$ cat src/rtl/pin_input_conditioner_pkg.sv
// Shared pin-bus definitions for the receive-side pin conditioner.
package pin_input_conditioner_pkg;

   localparam int P1V_NUM_PINS = 32;

   typedef logic [P1V_NUM_PINS-1:0] pin_vec_t;

endpackage

$ cat src/rtl/pin_input_conditioner_glitch_filter.sv
// Single-pin deglitcher: the filtered level follows the synchronized level only
// after it has differed from the current filtered level for FILTER_CYCLES cycles.
module pin_input_conditioner_glitch_filter #(
   parameter int   FILTER_CYCLES = 4,
   parameter logic INIT          = 1'b0
) (
   input  logic clock_80,
   input  logic res,
   input  logic filt_en,
   input  logic sync_lvl,
   output logic flt
);

   localparam int CW = (FILTER_CYCLES > 0) ? $clog2(FILTER_CYCLES + 1) : 1;
   localparam logic [CW-1:0] LAST = CW'(FILTER_CYCLES - 1);

   logic [CW-1:0] cnt;

   always_ff @(posedge clock_80) begin
      if (res) begin
         flt <= INIT;
         cnt <= '0;
      end else if (!filt_en) begin
         // tracking while disabled keeps a later enable free of spurious edges
         flt <= sync_lvl;
         cnt <= '0;
      end else if (sync_lvl == flt) begin
         cnt <= '0;
      end else if (cnt == LAST) begin
         flt <= sync_lvl;
         cnt <= '0;
      end else begin
         cnt <= cnt + 1'b1;
      end
   end

endmodule

$ cat src/rtl/pin_input_conditioner.sv
// Pad-to-INA conditioning: synchronizer, optional per-pin deglitch, output
// mirror for driven pins, and registered rise/fall strobes.
module pin_input_conditioner
   import pin_input_conditioner_pkg::*;
#(
   parameter int                   NUM_PINS      = P1V_NUM_PINS,
   parameter int                   SYNC_STAGES   = 2,
   parameter int                   FILTER_CYCLES = 4,
   parameter logic [NUM_PINS-1:0]  INIT          = '0
) (
   input  logic                clock_80,
   input  logic                res,
   input  logic [NUM_PINS-1:0] pin_in,
   input  logic [NUM_PINS-1:0] pin_dir,
   input  logic [NUM_PINS-1:0] pin_out,
   input  logic [NUM_PINS-1:0] filt_en,
   output logic [NUM_PINS-1:0] prop_in,
   output logic [NUM_PINS-1:0] rise,
   output logic [NUM_PINS-1:0] fall
);

   (* ASYNC_REG = "TRUE" *) logic [NUM_PINS-1:0] sync_q [SYNC_STAGES];

   logic [NUM_PINS-1:0] sync_lvl;
   logic [NUM_PINS-1:0] level;
   logic [NUM_PINS-1:0] nxt;

   always_ff @(posedge clock_80) begin
      if (res) begin
         for (int k = 0; k < SYNC_STAGES; k++) sync_q[k] <= INIT;
      end else begin
         sync_q[0] <= pin_in;
         for (int k = 1; k < SYNC_STAGES; k++) sync_q[k] <= sync_q[k-1];
      end
   end

   assign sync_lvl = sync_q[SYNC_STAGES-1];

   generate
      if (FILTER_CYCLES > 0) begin : g_filt
         logic [NUM_PINS-1:0] flt;
         for (genvar i = 0; i < NUM_PINS; i++) begin : g_pin
            pin_input_conditioner_glitch_filter #(
               .FILTER_CYCLES (FILTER_CYCLES),
               .INIT          (INIT[i])
            ) u_filter (
               .clock_80 (clock_80),
               .res      (res),
               .filt_en  (filt_en[i]),
               .sync_lvl (sync_lvl[i]),
               .flt      (flt[i])
            );
         end
         assign level = (filt_en & flt) | (~filt_en & sync_lvl);
      end else begin : g_nofilt
         assign level = sync_lvl;
      end
   endgenerate

   assign nxt = (pin_dir & pin_out) | (~pin_dir & level);

   always_ff @(posedge clock_80) begin
      if (res) begin
         prop_in <= INIT;
         rise    <= '0;
         fall    <= '0;
      end else begin
         prop_in <= nxt;
         rise    <= nxt & ~prop_in;
         fall    <= ~nxt & prop_in;
      end
   end

endmodule

$ cat config.mk
export PLATFORM = sky130hd
export DESIGN_NAME = pin_input_conditioner
export DESIGN_NICKNAME = d
export VERILOG_FILES = /design/src/rtl/pin_input_conditioner_pkg.sv /design/src/rtl/pin_input_conditioner_glitch_filter.sv /design/src/rtl/pin_input_conditioner.sv
export SDC_FILE = /design/constraint.sdc
export NUM_CORES = 1
export LEC_CHECK = 0
export CORE_ASPECT_RATIO = 2
export CORE_UTILIZATION = 52
export CTS_BUF_LIST = sky130_fd_sc_hd__clkbuf_16
export DETAILED_ROUTE_END_ITERATION = 16
export GPL_TIMING_DRIVEN = 0
export PLACE_DENSITY = 0.82
export SLEW_MARGIN = 15
export SYNTH_ARGS = -nofsm -noshare
export SYNTH_HDL_FRONTEND = slang
export SYNTH_SLANG_ARGS = --single-unit
$ cat constraint.sdc
create_clock -name clock_80 -period 2.15 [get_ports clock_80]
set_input_delay 0.3225 -clock clock_80 [delete_from_list [all_inputs] [get_ports clock_80]]
set_output_delay 0.3225 -clock clock_80 [all_outputs]
set_load 0.05 [all_outputs]
After elaboration in Yosys (flattened, before gate mapping)
Memories as Yosys holds them, arrays and structs flattened.
Index checks and enable logic that the tools add are counted.
Widths: inputs -> output; s select.

operators by class
  eq/ne operators = 128
  reductions and logical operators = 64
  add/subtract/negate cells = 32
  bitwise logic cells = 46
  muxes and demuxes = 101

operators by type and width
  cell                 count
  $and 32x32->32       6
  $not 32->32          4
  $reduce_or 4->1      32
  $mux 1               99
  $add 3x1->3 const B  32
  $eq 3x2->1 const B   32
  $mux 32              2
  $ne 2x1->1 const B   32
  $ne 2x2->1 const B   32
  $or 32x32->32        2
  $reduce_and 2->1     32
  $eq 1x1->1           32
  $not 1->1            32
  $or 1x1->1           2

storage, ports and cells
  RAM bits = 64
  flip-flop bits (word level) = 224
  word-level logic and storage cells = 439
  memories = 1
  input port bits = 130
  output and inout bits = 96

memories
  memory  words  bits a word  read ports  clocked after Yosys merged registers in  wr ports  RTL line                     RTL
  sync_q  2      32           2           0                                        2         pin_input_conditioner.sv:22  (* ASYNC_REG = "TRUE" *) logic [NUM_PINS-1:0] sync_q [SYNC_STAGES];

Depth between registers and ports, before layout
  depth after elaboration = 7
  gate-level depth with buffers = 5

Cells and area by module
From an unflattened synthesis, not the netlist that was laid out.

second synthesis, totals
  cell total of the unflattened synthesis = 977
  area total of the unflattened synthesis = 11,310.8 µm²

modules (own cells, without submodules)
  module                               area each (µm²)  times used  sequential area each (µm²)  cells an instance
  pin_input_conditioner                5,745.5          1           3,203.1                     497
  pin_input_conditioner_glitch_filter  173.9            32          80.1                        15

Worst setup path after synthesis
Ideal clock, no wire load.

  path type = register -> register
  start = register g_filt.g_pin[0].u_filter.cnt[0]
  end = register g_filt.g_pin[0].u_filter.cnt[0]
  path buffers = 0
  period minus slack after synthesis = 1.283 ns
  arrival = 1.219 ns
  data required time = 2.085 ns
  setup slack = 0.867 ns
  cell stages (with the launch flop) = 6
  library setup time = 0.065 ns
  cell sequence = dfxtp_1 ha_1 ha_1 nand2b_1 or3_1 nor2_1

between the ends
  word-level cells in the longest chain between the ends = 2

ends and longest elaborated chain
  what                                                 RTL line                                   RTL
  from (decl)                                          pin_input_conditioner_glitch_filter.sv:17  logic [CW-1:0] cnt;
  from (signal assigned)                               pin_input_conditioner_glitch_filter.sv:33  cnt <= cnt + 1'b1;
  branches (longest 2 deep; another with $add 3x1->3)  --

Several ways; the timed one is not identified.
A chain may end at the register's enable or synchronous reset.

Final worst setup path
  start = register prop_in[29]
  end = output port prop_in[29]

RTL lines
  what                    RTL line                     RTL
  from (decl)             pin_input_conditioner.sv:17  output logic [NUM_PINS-1:0] prop_in,
  from (signal assigned)  pin_input_conditioner.sv:68  prop_in <= nxt;

No word-level cell between the ends.

==> flow_metrics.env <==
export IMPL_crit_required_ns=1.83
export IMPL_drt_wl_total_mm=22.61
export IMPL_start_util_pct=53.33
export IMPL_fp_coreArea_sq_mm=0.01946
export IMPL_drive_gt1_share_pct=6.563
export IMPL_timing_final_max_slew_violations=0
export IMPL_ant_nets=0
export IMPL_clk_latency_ns=0.50
export IMPL_crit_path_end_kind="output pin"
export IMPL_gp_congestion=0.7546
export IMPL_tritoncts="built"
export IMPL_first_pass_iters=4
export IMPL_synth_nets=1147
export IMPL_final_setup_tns_ns=0
export IMPL_ys_types=19
export IMPL_crit_family="buffers and inverters"
export IMPL_worst_path_max_fanout=3
export IMPL_tightest_slew_ns=0.7150
export IMPL_r2r_start="g_filt.g_pin[18].u_filter.cnt[0]"
export IMPL_ir_drop_mv=0.6568
export IMPL_dieHeight_um=201.8
export IMPL_worstHoldStart="res"
export IMPL_grt_max_degree=17
export IMPL_postCtsSetupBuffers=0
export IMPL_antenna_found_initial=3
export IMPL_grt_overflow_total=0
export IMPL_p_total_uw=10800
export IMPL_clk_pin_slew_ns=0.07
export IMPL_fin_crit_ns=2.078
export IMPL_rsz0062_at_grt="no"
export IMPL_cts_root_buf="clkbuf_16"
export IMPL_setup_violations=0
export IMPL_crit_type="flop to output pin"
export IMPL_netlist_instances=953
export IMPL_numPortBuffers=224
export IMPL_cpMaxStageDelayCell="clkdlybuf4s50_1"
export IMPL_grt_pass1_vias=7512
export IMPL_routedWlPerCell_um=15.27
export IMPL_drt_iter0_drc=165
export IMPL_hold_slack_ns=0.2012
export IMPL_num_rows=72
export IMPL_h_tree_depth=1
export IMPL_status="completed"
export IMPL_crit_arrival_ns=1.76
export IMPL_crit_start="prop_in[29]"
export IMPL_leakage_uw=0.005604
export IMPL_die_area_sq_mm=0.02056
export IMPL_yosys_warnings=0
export IMPL_grt_pass1_wl_mm=35.70
export IMPL_syn_area_sq_mm=0.01038
export IMPL_fin_crit_sh_pct=96.67
export IMPL_yosysSeqAreaShare_pct=55.56
export IMPL_place_inst=1436
export IMPL_relSlewSlack_pct=52.33
export IMPL_gr_usage_all_layers_pct=22.47
export IMPL_finalNonFillerCells=1481
export IMPL_cts_resized=0
export IMPL_postLayoutCellArea_sq_mm=0.01365
export IMPL_clockBufferDepth=3
export IMPL_place_hpwl_mm=16.82
export IMPL_nets=1397
export IMPL_worst_setup_path_start_kind="flop"
export IMPL_drc=0
export IMPL_vias=7345
export IMPL_worst_hold_path_type="primary input to flop"
export IMPL_finalHoldViolCount=0
export IMPL_maxCapViolations=0
export IMPL_max_stage_delay_ns=0.88
export IMPL_cts_made_buffers=24
export IMPL_holdBufCountCts=0
export IMPL_io_pins=226
export IMPL_ys_ff_latch=288
export IMPL_crit_buf_inv=1
export IMPL_syn2layout_area_growth_pct=31.53
export IMPL_clock_sinks=288
export IMPL_die_x_um=101.9
export IMPL_fmax_mhz=481.1
export IMPL_avgSynthCellArea_sq_um=10.89
export IMPL_power_density_mw_per_mm2=790.9
export IMPL_fin_skew_ns=0.007315
export IMPL_path_cells="clkdlybuf4s50_1"
export IMPL_place_area_sq_mm=0.01294
export IMPL_routed_via_density=4.959
report_power, final:
group	switching [uW]	total (uW)	internal [uW]
clock network	1830	3920	2090
logic	701	1260	562
registers	97.5	5610	5510
total	2630	10800	8170
cells in the final DEF, fill, tap and decap left out, drive strengths merged:
master / count
and2b: 6
nor3: 32
clkinv: 12
mux2i: 32
nor2b: 122
o211a: 32
clkbuf: 32
or3: 32
nor2: 128
buf: 17
clkdlybuf4s50: 224
ha: 64
nand2b: 32
xnor2: 32
diode: 3
dfxtp: 288
clkinvlp: 1
nor4: 32
a211oi: 32
inv: 69
metal layers:
metal | GRT usage [%] | wire (um)
met5 | 0 | 0
met4 | 9.133 | 843
met3 | 3.562 | 1163
met2 | 45.29 | 12790
met1 | 21.34 | 7813
Yosys cell counts, drive strengths merged:
cell | number | area [sq um]
dfxtp | 288 | 5766
nor4 | 32 | 400.4
a211oi | 32 | 245.2
and2b | 6 | 45.04
xnor2 | 32 | 280.3
or3 | 32 | 200.2
clkbuf | 7 | 26.28
nor2b | 122 | 763.2
nor2 | 128 | 480.5
ha | 64 | 800.8
buf | 17 | 125.1
o211a | 32 | 320.3
nand2b | 32 | 200.2
mux2i | 32 | 320.3
inv | 65 | 244.0
nor3 | 32 | 160.2
area by class of cell:
type                       instances  area [sq um]
fill                            1503          5809
sequential                       288          5766
multi-input combinational        576          4217
timing repair buffer             224          2242
clock buffer                      25         625.6
tap                              259         324.1
inverter                          65         244.0
buffer                            24         151.4
clock inverter                    17         72.57
antenna                            3         7.507
worst paths after layout:
path / slack [ns] / to / cells past startpoint
setup / recovery: 0.07 / prop_in[29] / 1
setup reg to reg: 0.72 / g_filt.g_pin[18].u_filter.cnt[2] / 5
hold / removal: 0.20 / g_filt.g_pin[0].u_filter.cnt[1] / 3
hold reg to reg: 0.42 / g_filt.g_pin[2].u_filter.cnt[0] / 1
cell families after synthesis:
kind of cell | after synthesis | share of synthesized area (%)
AND/OR/NAND/NOR | 384 | 21.68
multiplexers | 32 | 3.087
flip-flops | 288 | 55.56
adder cells (fa/ha/maj) | 64 | 7.716
AO/OA/AOI/OAI | 64 | 5.450
buffers and inverters | 89 | 3.810
XOR/XNOR | 32 | 2.701
stage by stage:
stage / setup slack, ns / utilization, %
after CTS: 0.05024 / 70.11
after detailed placement: 0.5539 / 66.52
after floorplan: 0.8666 / -
final: 0.07153 / 70.15
after global routing: 0.02225 / 70.15
after global placement: 0.5716 / 66.52
flip-flops by register name (all words and copies together) (netlist names):
register / flops
g_filt.g_pin.u_filter.cnt: 96
rise: 32
sync_q: 64
prop_in: 32
fall: 32
g_filt.g_pin.u_filter.flt: 32
No activity file was read; power rests on OpenSTA's default activity.
